File: src/rtl/counter_ctrl_pkg.sv
// counter_ctrl_pkg
// Shared definitions for the run controller of the 4-bit JK counter.
//   CNT_W   : default counter width, must match the downstream counter
//   state_t : controller state encoding (IDLE/CLEAR/RUN/DONE)
package counter_ctrl_pkg;

    localparam int CNT_W = 4;

    typedef enum logic [1:0] {
        IDLE  = 2'b00,
        CLEAR = 2'b01,
        RUN   = 2'b10,
        DONE  = 2'b11
    } state_t;

endpackage

File: src/rtl/counter_ctrl_chk.sv
// counter_ctrl_chk
// Shadow-count checker. It tracks how many toggles the controller has issued
// since entering RUN and flags a sticky error when the fed-back count
// disagrees with that number while in RUN.
// Only instantiated when COUNTER_CTRL_CHECK_EN is defined.
// Ports:
//   clk        : clock shared with the controller and counter
//   rst_n      : synchronous active-low reset
//   start_acc  : a start request was accepted this cycle (clears err)
//   run_enter  : the controller enters RUN at the next edge (zeroes shadow)
//   in_run     : the controller is currently in RUN
//   jk_en      : toggle enable being sent to the counter
//   cnt_q      : counter value fed back
//   err        : sticky mismatch flag
module counter_ctrl_chk #(
    parameter int CNT_W = 4
) (
    input  logic             clk,
    input  logic             rst_n,
    input  logic             start_acc,
    input  logic             run_enter,
    input  logic             in_run,
    input  logic             jk_en,
    input  logic [CNT_W-1:0] cnt_q,
    output logic             err
);

    logic [CNT_W-1:0] shadow;

    // The shadow zeroes as RUN begins (the counter is at 0 then, and jk_en is
    // low on that cycle), and afterwards follows every issued toggle. A
    // mismatch seen in RUN latches err until reset or the next accepted start.
    always_ff @(posedge clk) begin
        if (!rst_n) begin
            shadow <= '0;
            err    <= 1'b0;
        end else begin
            if (run_enter) begin
                shadow <= '0;
            end else if (jk_en) begin
                shadow <= shadow + CNT_W'(1);
            end

            if (start_acc) begin
                err <= 1'b0;
            end else if (in_run && (cnt_q != shadow)) begin
                err <= 1'b1;
            end
        end
    end

endmodule

File: src/rtl/counter_ctrl.sv
// counter_ctrl
// Run controller for a JK-flip-flop counter that has no reset of its own.
// On an accepted start it toggles the counter until it wraps to zero, then
// toggles it up to the latched target and freezes it there.
// Optional feature macro: COUNTER_CTRL_CHECK_EN (shadow-count error checker).
// Ports:
//   clk    : single clock, shared with the counter
//   rst_n  : synchronous active-low reset
//   start  : run request, only honoured in IDLE
//   target : terminal count, latched when start is accepted
//   cnt_q  : counter output fed back
//   jk_en  : shared J/K toggle enable for the counter's bit-0 stage
//   busy   : high in every state except IDLE
//   done   : one-cycle pulse once the counter holds the target
//   err    : sticky mismatch flag (tied low without the checker)
module counter_ctrl #(
    parameter int CNT_W = counter_ctrl_pkg::CNT_W
) (
    input  logic             clk,
    input  logic             rst_n,
    input  logic             start,
    input  logic [CNT_W-1:0] target,
    input  logic [CNT_W-1:0] cnt_q,
    output logic             jk_en,
    output logic             busy,
    output logic             done,
    output logic             err
);

    import counter_ctrl_pkg::*;

    state_t           state;
    state_t           state_nx;
    logic [CNT_W-1:0] tgt_r;
    logic             start_acc;

    assign start_acc = (state == IDLE) && start;

    // State register and target latch. Target is captured only on acceptance
    // so later changes on the target input cannot disturb a run in flight.
    always_ff @(posedge clk) begin
        if (!rst_n) begin
            state <= IDLE;
            tgt_r <= '0;
        end else begin
            state <= state_nx;
            if (start_acc) begin
                tgt_r <= target;
            end
        end
    end

    // Next state and toggle decode. CLEAR toggles until the counter wraps to
    // zero; RUN toggles until it equals the target. jk_en stays low in IDLE and
    // DONE so the counter is frozen between runs.
    always_comb begin
        state_nx = state;
        jk_en    = 1'b0;
        case (state)
            IDLE: begin
                if (start) begin
                    state_nx = CLEAR;
                end
            end
            CLEAR: begin
                jk_en = (cnt_q != '0);
                if (cnt_q == '0) begin
                    state_nx = (tgt_r == '0) ? DONE : RUN;
                end
            end
            RUN: begin
                jk_en = (cnt_q != tgt_r);
                if (cnt_q == tgt_r) begin
                    state_nx = DONE;
                end
            end
            DONE: begin
                state_nx = IDLE;
            end
            default: begin
                state_nx = IDLE;
            end
        endcase
    end

    assign busy = (state != IDLE);
    assign done = (state == DONE);

`ifdef COUNTER_CTRL_CHECK_EN
    logic run_enter;
    logic in_run;

    assign run_enter = (state != RUN) && (state_nx == RUN);
    assign in_run    = (state == RUN);

    counter_ctrl_chk #(
        .CNT_W (CNT_W)
    ) u_chk (
        .clk       (clk),
        .rst_n     (rst_n),
        .start_acc (start_acc),
        .run_enter (run_enter),
        .in_run    (in_run),
        .jk_en     (jk_en),
        .cnt_q     (cnt_q),
        .err       (err)
    );
`else
    assign err = 1'b0;
`endif

endmodule

File: config.mk
export PLATFORM = sky130hd
export DESIGN_NAME = counter_ctrl
export DESIGN_NICKNAME = d
export VERILOG_FILES = /design/src/rtl/counter_ctrl_pkg.sv /design/src/rtl/counter_ctrl_chk.sv /design/src/rtl/counter_ctrl.sv
export SDC_FILE = /design/constraint.sdc
export NUM_CORES = 1
export LEC_CHECK = 0
export ABC_AREA = 0
export CORE_AREA = 2 2 39 41
export CTS_CLUSTER_SIZE = 30
export DETAILED_ROUTE_END_ITERATION = 16
export DIE_AREA = 0 0 41 43
export PLACE_DENSITY_LB_ADDON = 0.08
export SYNTH_ARGS = -nofsm -noshare
export SYNTH_HDL_FRONTEND = slang
export SYNTH_SLANG_ARGS = --single-unit
File: constraint.sdc
create_clock -name clk -period 2 [get_ports clk]
set_input_delay 0.4 -clock clk [delete_from_list [all_inputs] [get_ports clk]]
set_output_delay 0.4 -clock clk [all_outputs]
set_load 0.02 [all_outputs]
Yosys cells after proc, flatten, opt, wreduce, memory -nomap -nowiden. Index checks and enable logic that the tools add are counted.

Register bits after elaboration: 6.

Reductions and logical operators: 7. Mux-type cells: 6. Equal/unequal tests: 8.

Operator list (number): 4-bit zero test (2); 2-bit one-hot mux with 4 select lines (1); 2-bit 2-to-1 mux (3); 2-bit != test, second input constant (3); 2-bit equality test, second input constant (2); 4-bit equality test (1); 4-bit != test (1); 4-bit nonzero test (1); 3-bit AND reduction (1); 2-bit by 1-bit equality test with 1-bit output, second input constant (1); 2-bit zero test (1); 1-bit one-hot mux with 2 select lines (1); 2-bit nonzero test (1); 1-bit logical AND (1); 1-bit 2-to-1 mux (1).

Longest topological paths before layout.
Depth in word-level cells: 4. Gate-level depth with buffers: 6. Mapped depth without buffers: 6.

Worst setup path before layout. No wires, ideal clock.

Path kind: reg2out. Start: register state[0]. End: output port jk_en. Data arrival time: 1.265 ns. Stages on the path, launching flop included: 4. Slack: 0.335 ns. Required time: 1.600 ns. Path buffers: 0. Cells stage by stage: dfxtp_1 inv_1 ha_1 a21boi_0.

Cells in the longest elaborated chain, start to end: 2. Elaborated cells on any way between the ends: 3.

RTL lines: start, declared (line counter_ctrl.sv:32) `state_t state;`; start signal, assigned (line counter_ctrl.sv:46) `state <= state_nx;`; 2-bit equality test or 2-bit by 1-bit equality test with 1-bit output (tied branches) (line counter_ctrl.sv:59) `case (state)`; 1-bit one-hot mux with 2 select lines * (line counter_ctrl.sv:59); end, declared (line counter_ctrl.sv:24) `output logic jk_en,`.

Mark *: on every way between the ends. The rest lies on a longest branch, timed or not.

Worst setup path after layout.
Start: input port cnt_q[2]. End: output port jk_en.

Cells in the longest elaborated chain, start to end: 2. Elaborated cells on any way between the ends: 3.

RTL lines: start, declared (line counter_ctrl.sv:23) `input logic [CNT_W-1:0] cnt_q,`; 4-bit != test or 4-bit nonzero test (tied branches) (line counter_ctrl.sv:72, counter_ctrl.sv:66); 1-bit one-hot mux with 2 select lines * (line counter_ctrl.sv:59).

Marks and branches as above.

==> summary.md <==
| Metric | Value |
|---|---|
| Final hold viol count | `0` |
| Max-cap violations | `0` |
| Fmax | `514 MHz` |
| Area contributors post-synth | `dfxtp_1, ha_1, a21boi_0, xor2_1, nand2_1` |
| Area Growth Syn to Fin | `53.3%` |
| Clock power share | `0.149` |
| FP Rows | `14` |
| WHS | `0.489 ns` |
| Final wirelength | `905 µm` |
| Hold Path Class | `reg -> reg` |
| Syn_nets | `62` |
| TritonRoute pass-1 iters | `2` |
| Synth Flop Type | `dfxtp_1` |
| Die X | `41 µm` |
| Count of state elements after synthesis | `6` |
| Post-synth EDFFs | `0` |
| Peak fanout along the critical path | `2` |
| Data arrival, critical path | `1.55 ns` |
| H-tree Lvls | `1` |
| Number of top-level pins | `15` |
| Cell internal pwr | `0.462 mW` |
| Clk_lat worst skew | `0.24 ns` |
| LEAKAGE | `0.299 nW` |
| Crit path capture type | `output port` |
| Gr usage total | `0.130` |
| Cells after Synth | `46` |
| Number of global-route vias before repair | `361` |
| CP Data Required Time | `1.60 ns` |
| Design Power | `0.741 mW` |
| Layout cells sized above 1 | `0.206` |
| Clock Path Buffers | `2` |
| Routed vias/inst | `4.61` |
| Post-synth top cells | `nand2_1, dfxtp_1, a21boi_0, ha_1` |
| Initial core utilization | `0.300` |
| Filler cells | `142` |
| WL/cell | `10.8 µm` |
| Peak VDD IR | `0.000518 V` |
| Fin. max-slew vios | `0` |
| Largest net degree at the start of global routing | `9` |
| I/O Buffers | `13` |
| Area share of the largest cell type after synthesis | `0.289` |
| Clk pin slew, worst setup/hold paths | `0.04 ns` |
| GP Congestion | `0.662` |
| Most common cell in the netlist | `nand2_1` |
| Core ar. | `1380 µm²` |
| Setup slack after layout | `0.0536 ns` |
| PwrDens | `1160 nW/µm²` |
| Dpl ws | `-0.454 ns` |
| Initial antenna violation count | `0` |
| Kind of critical path | `in -> out` |
| Final setup viols | `0` |
| Diode count | `0` |
| Register share of total power | `0.249` |
| CTS root buffer | `clkbuf_4` |
| Sink Count | `6` |
| Num CTS Buffers | `3` |
| Ys async rst share | `0` |
| Detailed-route via count | `387` |
| DR DRC count | `0` |
| Setup Skew | `0.00130 ns` |
| Syn avg cell area | `9.03 µm²` |
| Crit start category | `input port` |
| Sequential fraction of the synthesis area | `0.289` |
| Post-synth top area cell | `dfxtp_1` |
| Nets | `86` |
| Die height | `43 µm` |
| Final Core Density | `0.460` |
| Die area | `1760 µm²` |
| Final min period | `1.95 ns` |
| Initial DRC count | `1` |
| Psw | `0.279 mW` |
| CTS tree | `yes` |
| Gr ovfl total | `0` |
| First-pass GRT wire length | `1470 µm` |
| DRT antenna net count | `0` |
| Status | `finished, final reports clean` |
| Final Cycle Share | `0.973` |
| Distinct cells, synth | `17` |
| Synthesis Warnings | `0` |
| Cell Area, Synth | `415 µm²` |
| Comb power frac | `0.601` |
| Switch share | `0.377` |
worst paths after layout:
path / endpoint / start / slack [ns] / depth (start not counted)
max: jk_en / cnt_q[2] / 0.05 / 5
min: tgt_r[2]$_SDFFE_PN0P_ / tgt_r[2]$_SDFFE_PN0P_ / 0.49 / 2
max reg2reg: state[0]$_SDFFE_PN0P_ / tgt_r[3]$_SDFFE_PN0P_ / 0.42 / 6
min reg2reg: tgt_r[2]$_SDFFE_PN0P_ / tgt_r[2]$_SDFFE_PN0P_ / 0.49 / 2
logic make-up after synthesis:
kind of cell,Yosys count,share of synthesized area
AOI/OAI and AO/OA,10,0.205
xor gates and xnor gates,4,0.0843
adders and majority gates,5,0.151
buffers and inverters,4,0.0452
DFF,6,0.289
muxes,2,0.0482
other,1,0.00903
and+or+nand+nor,14,0.169
critical path: stages:
cell and delay [ns]:
clkdlybuf4s50_1 0.46, xor2_1 0.17, o41ai_2 0.24, a21boi_1 0.11, buf_4 0.17
cell type report:
class                      count  area, µm²  area share
clock buffer                   3       22.5      0.0354
inverter                       3       11.3      0.0177
multi-input combinational     36        284       0.446
sequential                     6        120       0.189
tap                           16       20.0      0.0314
timing repair buffer          20        179       0.281
layout by cell type, fill, tap and decap left out:
| master | instances |
|---|---|
| a21o_1 | 1 |
| a21boi_1 | 1 |
| dlymetal6s2s_1 | 1 |
| nand3_1 | 4 |
| dlygate4sd2_1 | 3 |
| a21boi_0 | 4 |
| mux2i_1 | 2 |
| nor3_2 | 1 |
| o21ai_1 | 1 |
| clkbuf_4 | 3 |
| dfxtp_1 | 6 |
| ha_1 | 5 |
| xor2_1 | 4 |
| o41ai_2 | 2 |
| or4b_1 | 1 |
| buf_4 | 8 |
| inv_1 | 3 |
| conb_1 | 1 |
| nand2_1 | 8 |
| clkdlybuf4s50_1 | 8 |
| o211a_1 | 1 |
per-layer routing:
metal  global-route usage  wire [µm]
met2                0.184        460
met3               0.0995         78
met4               0.0400          0
met5                    0          0
met1                0.146        365
flip-flops by register name, summed over array words and instances (netlist names):
| register | count |
|---|---|
| tgt_r | 4 |
| state | 2 |
power by group through the flow:
stage | Sequential [mW] | Combinational, mW | Clock, mW
2_1_floorplan | 0.180 | 0.248 | 0
3_3_place_gp | 0.188 | 0.442 | 0
3_5_place_dp | 0.189 | 0.434 | 0
4_1_cts | 0.186 | 0.434 | 0.119
5_1_grt | 0.190 | 0.493 | 0.125
6_report | 0.185 | 0.446 | 0.111
through the flow:
| stage | TNS [ns] | cell area [µm²] | cells |
|---|---|---|---|
| global placement | -0.448 | 596 | 79 |
| global route | -0.0150 | 637 | 84 |
| floorplan | 0 | 415 | 46 |
| finish | 0 | 637 | 84 |
| CTS | 0 | 619 | 83 |
| detailed placement | -0.454 | 596 | 79 |
what timing repair did:
action,4_1_cts,5_1_grt
setup endpoints to repair,2,1
resized for setup,10,2
hold buffers,0,0
buffers inserted,1,1
pin swaps,2,2
Note: power is estimated with default switching activity, not from simulation.
